File: src/rtl/mem_seq_pkg.sv
// Shared state encoding and default timing constants for the memory sequencer.
package mem_seq_pkg;

  typedef enum logic [2:0] {
    ST_IDLE  = 3'd0,
    ST_FETCH = 3'd1,
    ST_LATCH = 3'd2,
    ST_SHOW  = 3'd3,
    ST_GAP   = 3'd4,
    ST_DONE  = 3'd5
  } seq_state_t;

  localparam int DEF_ON_CYCLES  = 4;
  localparam int DEF_OFF_CYCLES = 2;
  localparam int TIMER_W        = 8;

endpackage

File: src/rtl/memory_sequencer_interval_timer.sv
// Loadable down-counter with a zero flag; times both the SHOW and GAP phases.
module interval_timer
  import mem_seq_pkg::*;
(
  input  logic               clk,
  input  logic               reset_n,
  input  logic               load,
  input  logic [TIMER_W-1:0] load_value,
  output logic               zero
);

  logic [TIMER_W-1:0] count;

  // Count down to zero and hold there until reloaded.
  always_ff @(posedge clk) begin
    if (!reset_n) begin
      count <= {TIMER_W{1'b0}};
    end else if (load) begin
      count <= load_value;
    end else if (count != {TIMER_W{1'b0}}) begin
      count <= count - {{(TIMER_W-1){1'b0}}, 1'b1};
    end
  end

  assign zero = (count == {TIMER_W{1'b0}});

endmodule

File: src/rtl/memory_sequencer.sv
// Records 4-bit entries into an external 16x4 RAM and plays them back on leds
// with fixed on/off intervals.
module memory_sequencer
  import mem_seq_pkg::*;
#(
  parameter int ON_CYCLES  = DEF_ON_CYCLES,
  parameter int OFF_CYCLES = DEF_OFF_CYCLES
) (
  input  logic       clk,
  input  logic       reset_n,
  input  logic       play,
  input  logic [3:0] last,
  input  logic       rec_valid,
  input  logic [3:0] rec_data,
  input  logic       rec_clear,
  output logic       ram_we,
  output logic [3:0] ram_addr,
  output logic [3:0] ram_data,
  input  logic [3:0] ram_q,
  output logic [3:0] leds,
  output logic       busy,
  output logic       done,
  output logic [4:0] rec_count,
  output logic       full
);

  localparam logic [TIMER_W-1:0] ON_LOAD  = TIMER_W'(ON_CYCLES - 1);
  localparam logic [TIMER_W-1:0] OFF_LOAD = TIMER_W'(OFF_CYCLES - 1);

  seq_state_t         state;
  seq_state_t         next_state;
  logic [3:0]         index;
  logic [3:0]         last_r;
  logic [3:0]         led_r;
  logic               timer_load;
  logic [TIMER_W-1:0] timer_value;
  logic               timer_zero;

  interval_timer u_timer (
    .clk        (clk),
    .reset_n    (reset_n),
    .load       (timer_load),
    .load_value (timer_value),
    .zero       (timer_zero)
  );

  // Next-state and timer control; the timer is loaded on the edge entering each phase.
  always_comb begin
    next_state  = state;
    timer_load  = 1'b0;
    timer_value = {TIMER_W{1'b0}};
    case (state)
      ST_IDLE: begin
        if (play) next_state = ST_FETCH;
        else      next_state = ST_IDLE;
      end
      ST_FETCH: next_state = ST_LATCH;
      ST_LATCH: begin
        next_state  = ST_SHOW;
        timer_load  = 1'b1;
        timer_value = ON_LOAD;
      end
      ST_SHOW: begin
        if (timer_zero) begin
          next_state  = ST_GAP;
          timer_load  = 1'b1;
          timer_value = OFF_LOAD;
        end else begin
          next_state = ST_SHOW;
        end
      end
      ST_GAP: begin
        if (!timer_zero)         next_state = ST_GAP;
        else if (index < last_r) next_state = ST_FETCH;
        else                     next_state = ST_DONE;
      end
      ST_DONE: next_state = ST_IDLE;
      default: next_state = ST_IDLE;
    endcase
  end

  assign full     = (rec_count == 5'd16);
  assign ram_we   = reset_n && (state == ST_IDLE) && rec_valid && !full && !play && !rec_clear;
  assign ram_addr = ram_we ? rec_count[3:0] : index;
  assign ram_data = ram_we ? rec_data : 4'd0;
  assign leds     = (state == ST_SHOW) ? led_r : 4'd0;
  assign busy     = (state != ST_IDLE);
  assign done     = (state == ST_DONE);

  // All sequencer registers; index stops at last so last=15 never wraps to 0.
  always_ff @(posedge clk) begin
    if (!reset_n) begin
      state     <= ST_IDLE;
      index     <= 4'd0;
      last_r    <= 4'd0;
      led_r     <= 4'd0;
      rec_count <= 5'd0;
    end else begin
      state <= next_state;
      if ((state == ST_IDLE) && play) begin
        last_r <= last;
        index  <= 4'd0;
      end else if ((state == ST_GAP) && timer_zero && (index < last_r)) begin
        index <= index + 4'd1;
      end
      if (state == ST_LATCH) led_r <= ram_q;
      if (rec_clear)   rec_count <= 5'd0;
      else if (ram_we) rec_count <= rec_count + 5'd1;
    end
  end

endmodule

File: config.mk
export PLATFORM = sky130hd
export DESIGN_NAME = memory_sequencer
export DESIGN_NICKNAME = d
export VERILOG_FILES = /design/src/rtl/mem_seq_pkg.sv /design/src/rtl/memory_sequencer_interval_timer.sv /design/src/rtl/memory_sequencer.sv
export SDC_FILE = /design/constraint.sdc
export NUM_CORES = 1
export LEC_CHECK = 0
export ABC_AREA = 0
export CORE_MARGIN = 3
export CORE_UTILIZATION = 53
export CTS_CLUSTER_DIAMETER = 150
export CTS_CLUSTER_SIZE = 8
export DETAILED_ROUTE_END_ITERATION = 12
export PLACE_DENSITY = 0.91
export SLEW_MARGIN = 5
export SYNTH_ARGS = -nofsm -noshare
export SYNTH_HDL_FRONTEND = slang
export SYNTH_SLANG_ARGS = --single-unit
File: constraint.sdc
create_clock -name clk -period 4.1 [get_ports clk]
set_input_delay 0.615 -clock clk [delete_from_list [all_inputs] [get_ports clk]]
set_output_delay 0.615 -clock clk [all_outputs]
set_load 0.02 [all_outputs]
======== Word level (Yosys, flattened, before mapping) ========
Cells that the tools add are included.
operators by class
  bitwise gates (word level) .............. 1
  add/sub/neg operators ................... 3
  equality and inequality tests ........... 6
  mux-type cells .......................... 14
  reduce and logical (&&, ||, !) cells .... 18
  order comparisons ....................... 1
operators by type and width
  cell                                                                 number
  8-bit two-way mux                                                    2
  3-bit case mux with 5 select lines                                   1
  4-bit two-way mux                                                    3
  3-bit two-way mux                                                    3
  1-bit logical AND                                                    8
  8-bit logical NOT                                                    1
  8-bit nonzero test                                                   1
  8-bit by 1-bit subtractor with 8-bit output (second input constant)  1
  3-bit by 2-bit == test with 1-bit output (second input constant)     2
  3-bit == test (second input constant)                                2
  5-bit by 1-bit adder with 5-bit output (second input constant)       1
  5-bit == test (second input constant)                                1
  4-bit by 1-bit adder with 4-bit output (second input constant)       1
  4-bit less-than comparator                                           1
  2-bit case mux with 2 select lines                                   1
  2-bit OR reduction                                                   2
  3-bit by 1-bit == test with 1-bit output (second input constant)     1
  1-bit logical NOT                                                    3
  3-bit logical NOT                                                    1
  1-bit two-way mux                                                    3
  3-bit nonzero test                                                   1
  1-bit case mux with 2 select lines                                   1
  2-bit nonzero test                                                   1
  1-bit inverter                                                       1
word-level totals
  input bits .............................. 17
  flip-flop bits (word level) ............. 28
  output and inout bits ................... 21
  logic and storage cells ................. 49

======== Depth between registers and ports, before layout ========
  word-level depth ........................ 7
  gate-level depth with buffers ........... 7
  gate-level depth less buffers ........... 6

======== Hierarchy ========
A second synthesis with hierarchy kept.
second synthesis, totals
  cells, all modules ...................... 187
  area total of the unflattened synthesis .. 1630.3 um^2
modules (own cells, without submodules)
  module            cells an instance  times used  seq. area each (um^2)  area an instance (um^2)
  memory_sequencer  136                1           400.4                  1172.4
  interval_timer    51                 1           160.2                  457.9

======== Worst setup path after synthesis ========
OpenSTA, ideal clock, no wires.
  path kind ............................... register to output
  start point ............................. reg rec_count[0]
  end point ............................... out ram_addr[0]
  arrival time ............................ 2282 ps
  required time ........................... 3485 ps
  stages on the path, launching flop included .. 7
  setup slack ............................. 1203 ps
  path buffers ............................ 1
  path through ............................ dfxtp_1 > inv_1 > ha_1 > nor4bb_1 > nor3_1 > buf_2 > mux2_2
between the ends
  cells in the longest elaborated chain, start to end .. 6
ends and longest elaborated chain
  item                             line                     RTL
  from (decl)                      memory_sequencer.sv:23   output logic [4:0] rec_count,
  from (signal assigned)           memory_sequencer.sv:108  else if (ram_we) rec_count <= rec_count + 5'd1;
  5-bit == test                    memory_sequencer.sv:82   assign full = (rec_count == 5'd16);
  named net full                   memory_sequencer.sv:24   output logic full
  1-bit logical NOT                memory_sequencer.sv:83   assign ram_we = reset_n && (state == ST_IDLE) && rec_valid && !full && !play && !rec_clear;
  1-bit logical AND (3 in series)  memory_sequencer.sv:83
  named net ram_we                 memory_sequencer.sv:16   output logic ram_we,
  4-bit two-way mux                memory_sequencer.sv:84   assign ram_addr = ram_we ? rec_count[3:0] : index;
  to (decl)                        memory_sequencer.sv:17   output logic [3:0] ram_addr,
The timed path passes the listed nets, and every way through them passes these cells.

======== Final worst setup path ========
  start point ............................. in play
  end point ............................... out ram_addr[1]
between the ends
  cells in the longest elaborated chain, start to end .. 4
ends and longest elaborated chain
  item                             line                    RTL
  from (decl)                      memory_sequencer.sv:11  input logic play,
  1-bit logical NOT                memory_sequencer.sv:83
  1-bit logical AND (2 in series)  memory_sequencer.sv:83
  4-bit two-way mux                memory_sequencer.sv:84
No other way between the ends.

==> flow_summary.toml <==
[worst_setup_path]
cp_data_arrival_time_ns = 3.01
crit_chain = "clkdlybuf4s50_1 > or4bb_1 > nor3_1 > buf_4 > mux2_2 > clkdlybuf4s50_1"
critical_path_cell_count = 6
crit_fanout = 11
r2r_slack_ns = 2.02
cp-start-kind = "input pin"
crit_end = "ram_addr[1]"
r2r_end = "index[2]"
reg2regPathDepth = 4
critPathBufInv = 3
critPathTopFamily = "buffers and inverters"
reg2reg_from = "u_timer.count[2]"
cp_common_cell = "clkdlybuf4s50_1"
critPathKind = "input pin to primary output"
cp-end-kind = "primary output"
slowest_stage = "or4bb_1"
worstPathRequired_ns = 3.48
cp-startpoint = "play"
max_stage_delay_ns = 0.59

[logic_synthesis]
netlist.area_leader.share = 0.359
syn-num-nets = 201
ys_seq_area_frac = 0.359
synthTopCellsByCount = "28 x dfxtp_1, 17 x nand2_1, 13 x nor2_1"
synth_most_common_cell = "dfxtp_1"
ys.flop_type = "dfxtp_1"
synthTopCellsByArea = "dfxtp_1 36%, ha_1 6.4%, mux2i_1 5.8%, nand2_1 4.1%, xnor2_1 3.4%"
synth_area_leader_cell = "dfxtp_1"
ys.warnings.count = 0
synth_cell_types = 42
netlist_area_sq_mm = 0.00156
synthArstFlopShare = 0
avgSynthCellArea_sq_um = 8.87
ys_seq_elements = 28
synth_edf_count = 0
syn_inst = 176

[place]
dpl.hpwl_mm = 2.77
placed_area_sq_mm = 0.00195
io_buffers = 37
dp_slack_ns = 0.533
routabilityCongestion = 0.824

[floorplan]
core_area_sq_mm = 0.00278
fp.dieH_um = 60.3
die_x_um = 60.3
ios = 38
core.rowCount = 19
start_util = 0.561
die-area_sq_mm = 0.00363

[clock_network]
numClockSinks = 28
cts_inserted_buffers = 3
cts_tree = "built"
insertion_delay_ns = 0.35
cts.htree.levels = 1
clk_path_buf_depth = 2
cts_resized = 0
cts_root_buffer = "clkbuf_4"
clk_pin_slew_ns = 0.16
post_cts_buffers = 0
cts_hold_buf = 0

[sta]
slew_viol_final = 0
fmax_mhz = 276
min_period_ns = 3.62
skew_ns = 0.0124
fin_tns_setup_ns = 0
relSlewSlack = 0.455
setup_viol = 0
worst_slew_pin_slew_ns = 0.806
hold_viol = 0
setup_ws_ns = 0.476
rsz0062_at_grt = "false"
post-route-period-util = 0.884

[routing]
antenna_left = 0
vias = 1363
drtIter0Drc = 55
avgViaCountPerCell = 5.63
drt-wirelength-per-cell_um = 14.7
drc = 0
wl_mm = 3.56
firstDrtPassIters = 4

[worst_hold_path]
hp-class = "flip-flop to flip-flop"
hold_start = "led_r[3]"

[flow_run]
cap_violations = 0

[cells_and_area]
drive_gt1_frac = 0.0711
fin_nets = 237
utilization = 0.715
fillers = 209
area_growth_pct = 27.5
fin_area_sq_mm = 0.00199
n_antenna_cell = 0

[outcome]
outcome = "complete, no violations"

[grt]
grt_pass1_wl_mm = 5.93
grt_use_total = 0.213
grt_max_degree = 19
grt_overflow = 0
grt_pass1_vias = 1331
antenna_found_initial = 0

[power_and_ir_drop]
ir_drop_mv = 0.376
power.leakage_nw = 0.748
power_density_mw_per_mm2 = 459
total_power_mw = 0.913
-- final cells by class --
class                           instances  area (sq um)  share of cell area
Multi-Input combinational cell        131           935               0.470
Sequential cell                        28           561               0.282
Timing Repair Buffer                   39           385               0.194
Tap cell                               31          38.8              0.0195
Clock buffer                            4          36.3              0.0182
Inverter                                9          33.8              0.0170
-- cell families after synthesis --
kind of cell | Yosys count | share of synthesized area
adders and majority gates | 8 | 0.0642
muxes | 13 | 0.0866
DFF | 28 | 0.359
xor gates and xnor gates | 8 | 0.0449
buffers and inverters | 17 | 0.0417
AOI/OAI and AO/OA | 23 | 0.125
and+or+nand+nor | 79 | 0.278
-- worst min path at each step --
stage | end | slack [ns] | cells past startpoint
2_1_floorplan | led_r[1] | 0.44 | 2
3_3_place_gp | led_r[0] | 0.45 | 2
3_5_place_dp | led_r[1] | 0.46 | 2
4_1_cts | led_r[3] | 0.48 | 2
5_1_grt | led_r[3] | 0.52 | 2
6_report | led_r[3] | 0.48 | 2
-- state kept, by name, indices dropped and copies added (netlist names) --
| signal | flops |
|---|---|
| u_timer.count | 8 |
| rec_count | 5 |
| index | 4 |
| last_r | 4 |
| led_r | 4 |
| state | 3 |
-- stage by stage --
stage,instances,hold slack [ns]
after global routing,242,0.515
after CTS,242,0.484
after global placement,238,0.447
after floorplan,176,0.439
final,242,0.478
after detailed placement,238,0.465
-- per-layer routing --
metal / vias up / wire (um) / global-route usage
met2: 38 / 1820 / 0.358
met3: 5 / 153 / 0.0194
met1: 639 / 1540 / 0.282
li1: 681 / - / -
met5: - / 0 / 0
met4: 0 / 51 / 0.0759
-- placed cells by master (no fill, tap or decap), drive strengths merged, types with 5 or more instances in the layout --
cell,synthesis,routed
nand3,7,7
nand2,17,17
nor2b,6,6
dfxtp,28,28
clkdlybuf4s50,0,37
nand2b,8,8
nor2,13,13
inv,9,9
mux2i,9,9
ha,8,8
and2,5,5
a21boi,5,5
xnor2,6,6
-- report_power, final --
group | internal [mW] | total [mW] | leakage, nW | switching, mW
Sequential | 0.322 | 0.378 | 0.229 | 0.0561
Combinational | 0.177 | 0.392 | 0.498 | 0.215
Clock | 0.0545 | 0.142 | 0.0210 | 0.0878
-- tightest hold or removal path: stages, from the launching register on --
cell and delay, ns:
dfxtp_1 0.34, nand2_1 0.05, a21boi_0 0.07
Note: power is estimated with default switching activity, not from simulation.
